**config.mk**
```make
export PLATFORM = sky130hd
export DESIGN_NAME = ifetch_unit_flat
export DESIGN_NICKNAME = d
export VERILOG_FILES = /design/src/rtl/cpu_pkg.sv /design/src/rtl/ifetch_unit_if.sv /design/src/rtl/ifetch_unit_watchdog.sv /design/src/rtl/ifetch_unit.sv /design/src/flat_wrapper.sv
export SDC_FILE = /design/constraint.sdc
export NUM_CORES = 1
export LEC_CHECK = 0
export BUFFER_PORTS_ARGS = -buffer_cell sky130_fd_sc_hd__buf_2
export CELL_PAD_IN_SITES_DETAIL_PLACEMENT = 1
export CELL_PAD_IN_SITES_GLOBAL_PLACEMENT = 1
export CORE_AREA = 2 2 135 137
export DETAILED_ROUTE_END_ITERATION = 6
export DIE_AREA = 0 0 137 139
export GPL_ROUTABILITY_DRIVEN = 0
export PLACE_DENSITY = 0.8
export RECOVER_POWER = 100
export SYNTH_ARGS = -nofsm -noshare
export SYNTH_HDL_FRONTEND = slang
export SYNTH_SLANG_ARGS = --single-unit
```
**constraint.sdc**
```tcl
create_clock -name CLK -period 7.65 [get_ports CLK]
set_input_delay 1.53 -clock CLK [delete_from_list [all_inputs] [get_ports CLK]]
set_output_delay 1.53 -clock CLK [all_outputs]
set_load 0.02 [all_outputs]
```
**src/rtl/cpu_pkg.sv**
```systemverilog
// Shared definitions for the instruction-fetch stage: FSM encoding and fetch constants.
package cpu_pkg;

   typedef enum logic [1:0] {
      ST_IDLE = 2'd0,
      ST_REQ  = 2'd1,
      ST_ERR  = 2'd2
   } fetch_state_t;

   localparam int          PC_INC          = 4;
   localparam logic [31:0] INS_RESET       = 32'h0000_0000;
   localparam int          MEM_TIMEOUT_DEF = 16;

   function automatic logic is_word_aligned(input logic [1:0] addr_lsb);
      return (addr_lsb == 2'b00);
   endfunction

endpackage

```
**src/rtl/ifetch_unit_if.sv**
```systemverilog
// Instruction-memory read bus between the fetch unit (master) and instruction memory (slave).
interface ifetch_unit_if #(
   parameter int ADDR_W = 32,
   parameter int DATA_W = 32
);
   logic              imem_rd;
   logic [ADDR_W-1:0] imem_addr;
   logic [DATA_W-1:0] imem_rdata;
   logic              imem_ack;

   modport master (
      output imem_rd,
      output imem_addr,
      input  imem_rdata,
      input  imem_ack
   );

   modport slave (
      input  imem_rd,
      input  imem_addr,
      output imem_rdata,
      output imem_ack
   );
endinterface

```
**src/rtl/ifetch_unit_watchdog.sv**
```systemverilog
// Request watchdog: counts cycles spent waiting on instruction memory and flags expiry.
module fetch_watchdog #(
   parameter int MEM_TIMEOUT = 16
) (
   input  logic clk,
   input  logic srst,
   input  logic clear,
   input  logic enable,
   output logic expired
);
   localparam int CW = $clog2(MEM_TIMEOUT + 1);
   localparam logic [CW-1:0] LAST = CW'(MEM_TIMEOUT - 1);

   logic [CW-1:0] count_reg;

   // expired is raised during the MEM_TIMEOUT-th waiting cycle so the FSM leaves on that edge
   assign expired = enable && (count_reg == LAST);

   always_ff @(posedge clk) begin
      if (srst || clear) begin
         count_reg <= '0;
      end else if (enable && !expired) begin
         count_reg <= count_reg + 1'b1;
      end
   end
endmodule

```
**src/rtl/ifetch_unit.sv**
```systemverilog
// Instruction-fetch stage: PC, instruction register, imem read FSM and redirect handling.
// Optional build macro FETCH_COUNT_EN adds a 32-bit completed-fetch counter output.
module ifetch_unit
   import cpu_pkg::*;
#(
   parameter int ADDR_W      = 32,
   parameter int DATA_W      = 32,
   parameter int MEM_TIMEOUT = MEM_TIMEOUT_DEF
) (
   input  logic              CLK,
   input  logic              RST,
   input  logic [ADDR_W-1:0] outside_pc,
   input  logic              fetch_req,
   input  logic              redirect_valid,
   input  logic [ADDR_W-1:0] redirect_pc,
   ifetch_unit_if.master     imem,
   output logic [DATA_W-1:0] ins,
   output logic [ADDR_W-1:0] now_pc,
   output logic [ADDR_W-1:0] pc_plus4,
   output logic              ir_valid,
   output logic              busy,
   output logic              fetch_err
`ifdef FETCH_COUNT_EN
   ,
   output logic [31:0]       fetch_count
`endif
);
   fetch_state_t      state_reg;
   logic [ADDR_W-1:0] pc_reg;
   logic [ADDR_W-1:0] now_pc_reg;
   logic [DATA_W-1:0] ins_reg;
   logic              ir_valid_reg;
   logic              imem_rd_reg;
   logic              busy_reg;
   logic              err_reg;
   logic              pend_valid_reg;
   logic [ADDR_W-1:0] pend_pc_reg;

   logic              bad_redirect;
   logic              fetch_done;
   logic              wd_expired;
   logic [ADDR_W-1:0] reset_pc;
   logic              unused_lsb;

   assign reset_pc     = {outside_pc[ADDR_W-1:2], 2'b00};
   assign unused_lsb   = &{1'b0, outside_pc[1:0]};
   assign bad_redirect = redirect_valid && !is_word_aligned(redirect_pc[1:0]);
   assign fetch_done   = (state_reg == ST_REQ) && imem.imem_ack && !bad_redirect;

   fetch_watchdog #(
      .MEM_TIMEOUT (MEM_TIMEOUT)
   ) u_watchdog (
      .clk     (CLK),
      .srst    (RST),
      .clear   (state_reg != ST_REQ),
      .enable  (state_reg == ST_REQ),
      .expired (wd_expired)
   );

   always_ff @(posedge CLK) begin
      if (RST) begin
         state_reg      <= ST_IDLE;
         pc_reg         <= reset_pc;
         now_pc_reg     <= reset_pc;
         ins_reg        <= DATA_W'(INS_RESET);
         ir_valid_reg   <= 1'b0;
         imem_rd_reg    <= 1'b0;
         busy_reg       <= 1'b0;
         err_reg        <= 1'b0;
         pend_valid_reg <= 1'b0;
         pend_pc_reg    <= '0;
      end else begin
         ir_valid_reg <= 1'b0;
         case (state_reg)
            ST_IDLE: begin
               if (bad_redirect) begin
                  state_reg <= ST_ERR;
                  err_reg   <= 1'b1;
               end else begin
                  if (redirect_valid) pc_reg <= redirect_pc;
                  if (fetch_req) begin
                     state_reg   <= ST_REQ;
                     imem_rd_reg <= 1'b1;
                     busy_reg    <= 1'b1;
                  end
               end
            end
            ST_REQ: begin
               if (bad_redirect || (wd_expired && !imem.imem_ack)) begin
                  state_reg      <= ST_ERR;
                  imem_rd_reg    <= 1'b0;
                  busy_reg       <= 1'b0;
                  err_reg        <= 1'b1;
                  pend_valid_reg <= 1'b0;
               end else if (fetch_done) begin
                  state_reg      <= ST_IDLE;
                  imem_rd_reg    <= 1'b0;
                  busy_reg       <= 1'b0;
                  ins_reg        <= imem.imem_rdata;
                  now_pc_reg     <= pc_reg;
                  ir_valid_reg   <= 1'b1;
                  pend_valid_reg <= 1'b0;
                  // a redirect arriving on the completion edge is the newest one and wins
                  if (redirect_valid)      pc_reg <= redirect_pc;
                  else if (pend_valid_reg) pc_reg <= pend_pc_reg;
                  else                     pc_reg <= pc_reg + ADDR_W'(PC_INC);
               end else if (redirect_valid) begin
                  pend_valid_reg <= 1'b1;
                  pend_pc_reg    <= redirect_pc;
               end
            end
            default: begin
               state_reg   <= ST_ERR;
               imem_rd_reg <= 1'b0;
               busy_reg    <= 1'b0;
               err_reg     <= 1'b1;
            end
         endcase
      end
   end

`ifdef FETCH_COUNT_EN
   logic [31:0] fetch_count_reg;

   always_ff @(posedge CLK) begin
      if (RST) begin
         fetch_count_reg <= '0;
      end else if (fetch_done) begin
         fetch_count_reg <= fetch_count_reg + 32'd1;
      end
   end

   assign fetch_count = fetch_count_reg;
`endif

   assign imem.imem_rd   = imem_rd_reg;
   assign imem.imem_addr = pc_reg;
   assign ins            = ins_reg;
   assign now_pc         = now_pc_reg;
   assign pc_plus4       = now_pc_reg + ADDR_W'(PC_INC);
   assign ir_valid       = ir_valid_reg;
   assign busy           = busy_reg;
   assign fetch_err      = err_reg;
endmodule

```
**src/flat_wrapper.sv**
```systemverilog
// flat-port wrapper written by rule: the top's interface ports become plain ports
module ifetch_unit_flat import cpu_pkg::*;
#(
   parameter int ADDR_W      = 32,
   parameter int DATA_W      = 32,
   parameter int MEM_TIMEOUT = MEM_TIMEOUT_DEF
)
  (CLK, RST, outside_pc, fetch_req, redirect_valid, redirect_pc, ins, now_pc, pc_plus4, ir_valid, busy, fetch_err, imem_imem_rd, imem_imem_addr, imem_imem_rdata, imem_imem_ack);
  ifetch_unit_if #(.ADDR_W(ADDR_W), .DATA_W(DATA_W)) imem_i ();
  input  logic CLK;
  input  logic RST;
  input  logic [ADDR_W-1:0] outside_pc;
  input  logic fetch_req;
  input  logic redirect_valid;
  input  logic [ADDR_W-1:0] redirect_pc;
  output logic [DATA_W-1:0] ins;
  output logic [ADDR_W-1:0] now_pc;
  output logic [ADDR_W-1:0] pc_plus4;
  output logic ir_valid;
  output logic busy;
  output logic fetch_err;
  output wire logic [$bits(imem_i.imem_rd)-1:0] imem_imem_rd;
  output wire logic [$bits(imem_i.imem_addr)-1:0] imem_imem_addr;
  input wire logic [$bits(imem_i.imem_rdata)-1:0] imem_imem_rdata;
  input wire logic [$bits(imem_i.imem_ack)-1:0] imem_imem_ack;
  assign imem_imem_rd = imem_i.imem_rd;
  assign imem_imem_addr = imem_i.imem_addr;
  assign imem_i.imem_rdata = imem_imem_rdata;
  assign imem_i.imem_ack = imem_imem_ack;
  ifetch_unit #(.ADDR_W(ADDR_W), .DATA_W(DATA_W), .MEM_TIMEOUT(MEM_TIMEOUT)) u_core (.CLK(CLK), .RST(RST), .outside_pc(outside_pc), .fetch_req(fetch_req), .redirect_valid(redirect_valid), .redirect_pc(redirect_pc), .imem(imem_i), .ins(ins), .now_pc(now_pc), .pc_plus4(pc_plus4), .ir_valid(ir_valid), .busy(busy), .fetch_err(fetch_err));
endmodule
```
==> flow_metrics.tcl <==
set metrics [dict create \
    failed_checks "capacitance limit, slew limit" \
    clk_pin_slew_worst_paths_ns 0.06 \
    multi_input_area_um2 3080 \
    netlist_area_um2 6740 \
    worst_pin_slew_ns 2.14 \
    drive_gt1_share_pct 16.1 \
    slew_headroom_pct -43.4 \
    antenna_found_initial 3 \
    core-area_um2 17700 \
    ys_seq_elements 139 \
    start_kind "primary input" \
    gr-usage-met3_pct 6.65 \
    worstPathMaxFanout 41 \
    dr.pass1.iters 5 \
    wl_per_cell_um 18.5 \
    r2r_slack_ns 3.87 \
    peakVddDrop_mv 0.155 \
    rsz0062_at_grt "no" \
    worst_r2r_path_depth 6 \
    fin_skew_ns 0.00587 \
    die_y_um 139 \
    syn_avg_cell_area_um2 9.58 \
    routed_wl_mm 21.4 \
    drt_iter0_markers 417 \
    final_util_pct 47.8 \
    clock_path_buffers 2 \
    async_flop_share_pct 0 \
    h-tree-depth 4 \
    dpl_worst_slack_ns 3.55 \
    worstPathRequired_ns 7.65 \
    clkLatencyLatePin_ns 0.42 \
    cp-end-kind "register" \
    cts_resized 0 \
    ctsHoldBuffers 0 \
    grt_pass1_vias 6202 \
    hold_depth 2 \
    crit_arrival_ns 5.38 \
    synth_edf_count 60 \
    cts_tree "built" \
    row_count 49 \
    min_period_ns 5.38 \
    met2_usage_pct 36.2 \
    globalRouteTotalUtil_pct 22.3 \
    r2r-start "u_core.state_reg[0]" \
    crit_start "RST" \
    synth_cell_type_count 53 \
    grtUsageMet1_pct 29.1 \
    cap_violations 5 \
    register_area_um2 3380 \
    fmax_ghz 0.186 \
    syn_nets 808 \
    grt-ovfl-total 0 \
    reg2reg_to "u_core.imem.imem_addr[30]" \
    nNetsFinal 1016 \
    dpl.hpwl_mm 15.2 \
    worstSetupPathType "in -> reg" \
    tns_ns 0 \
    cellLeakagePower_nw 3.11 \
    yosysWarnings 0 \
    ant_nets 0 \
    finalSetupViolCount 0 \
    power_density_nw_per_um2 230 \
    synth_seq_area_share_pct 50.2 \
    cts-root-buf "clkbuf_16" \
    hold_class "reg -> reg" \
    io_buffers 230 \
    cts_buffers 17 \
    drc 0 \
    ys.flop_type "dfxtp_1" \
    whs_endpoint "u_core.pend_pc_reg[30]" \
    initial_utilization_pct 38.2 \
    ioPinCount 233 \
    final_area_um2 8450 \
    fillCellCount 2135 \
    placed_cell_area_um2 8030 \
    dieArea_um2 19000 \
    syn_to_final_growth_pct 25.4 \
    fin_ws_ns 2.27 \
    fin_crit_sh_pct 70.3 \
    status "finished with violations" \
    viasPerCell 5.44 \
    grt_pass1_wl_mm 33.2 \
    fin_hold_ws_ns 0.454 \
    hold_violations 0 \
    grt_max_degree 76 \
    drv_slew 170 \
    grt-busiest-layer "met2" \
    die_width_um 137 \
    min-delay-start "u_core.pend_pc_reg[30]" \
    clock-sinks 139 \
    via_count 6279 \
    postCtsSetupRepairBufs 0 \
    netlist_instances 703 \
]
-- worst max-delay path by stage --
stage / slack, ns / endpoint / depth (start not counted)
CTS: 3.34 / pc_plus4[26] / 7
global placement: 3.65 / u_core.now_pc[31] / 6
detailed placement: 3.55 / u_core.now_pc[27] / 6
floorplan: 3.99 / u_core.imem.imem_addr[10] / 6
global route: 1.95 / u_core.imem.imem_addr[30] / 5
finish: 2.27 / u_core.imem.imem_addr[30] / 5
-- Yosys cell counts, types with 4 or more instances --
master,instances,area [µm²]
nand4_1,9,56.3
nand3_1,32,160
o21ai_0,30,150
nor3_1,10,50.1
xnor2_1,44,385
and3_1,8,50.1
inv_1,10,37.5
nor2_1,29,109
clkbuf_1,31,116
a22oi_1,5,37.5
ha_1,4,50.1
nor3_2,5,50.1
nor2b_1,6,37.5
a21o_1,4,30.0
and4_1,5,43.8
edfxtp_1,60,1800
nor4_1,4,25.0
mux2i_1,4,40.0
nand2_1,121,454
o21ai_1,5,25.0
xor2_1,15,131
a22o_1,58,508
dfxtp_1,79,1580
a21oi_1,66,330
buf_2,13,65.1
-- routing by layer --
| metal | share of wire (%) | routed length, µm | vias up |
|---|---|---|---|
| li1 | - | - | 2955 |
| met2 | 47 | 10100 | 237 |
| met1 | 44 | 9310 | 3050 |
| met4 | 1.5 | 312 | 4 |
| met5 | 0.13 | 27 | - |
| met3 | 7.6 | 1620 | 33 |
-- layout by cell type (no fill, tap or decap), types with 32 or more instances in the layout --
master,instances
nand3_1,32
o21ai_0,35
edfxtp_1,60
xnor2_1,44
a21oi_1,67
dfxtp_1,79
clkbuf_1,136
nand2_1,121
buf_2,97
a22o_1,58
-- final cells by class --
cell class / count / area share, %
sequential: 139 / 40.1
multi-input combinational: 504 / 36.5
timing repair buffer: 239 / 12.3
clock buffer: 21 / 6.09
tap: 229 / 3.39
clock inverter: 11 / 1.17
inverter: 10 / 0.444
antenna: 1 / 0.0296
-- through the flow --
step,cells,power (mW)
2_1_floorplan,703,1.01
3_3_place_gp,1121,1.11
4_1_cts,1153,1.97
3_5_place_dp,1121,1.12
5_1_grt,1153,2.02
6_report,1154,1.94
-- critical path, stage by stage --
cell and delay, ns:
clkbuf_1 1.27, a21oi_1 0.10, clkbuf_1 0.74, nand2_1 0.22, clkbuf_1 1.47
-- where the power goes --
part | switching, mW | internal, mW
clock network | 0.330 | 0.517
logic | 0.154 | 0.0799
registers | 0.0439 | 0.816
total | 0.528 | 1.41
-- cell families after synthesis --
| kind of cell | share of synthesized area, % |
|---|---|
| buffers and inverters | 3.86 |
| xor gates and xnor gates | 7.67 |
| and+or+nand+nor | 18.4 |
| DFF | 50.2 |
| adders and majority gates | 0.743 |
| AOI/OAI and AO/OA | 18.2 |
| muxes | 0.929 |
(Power assumes the default switching activity.)
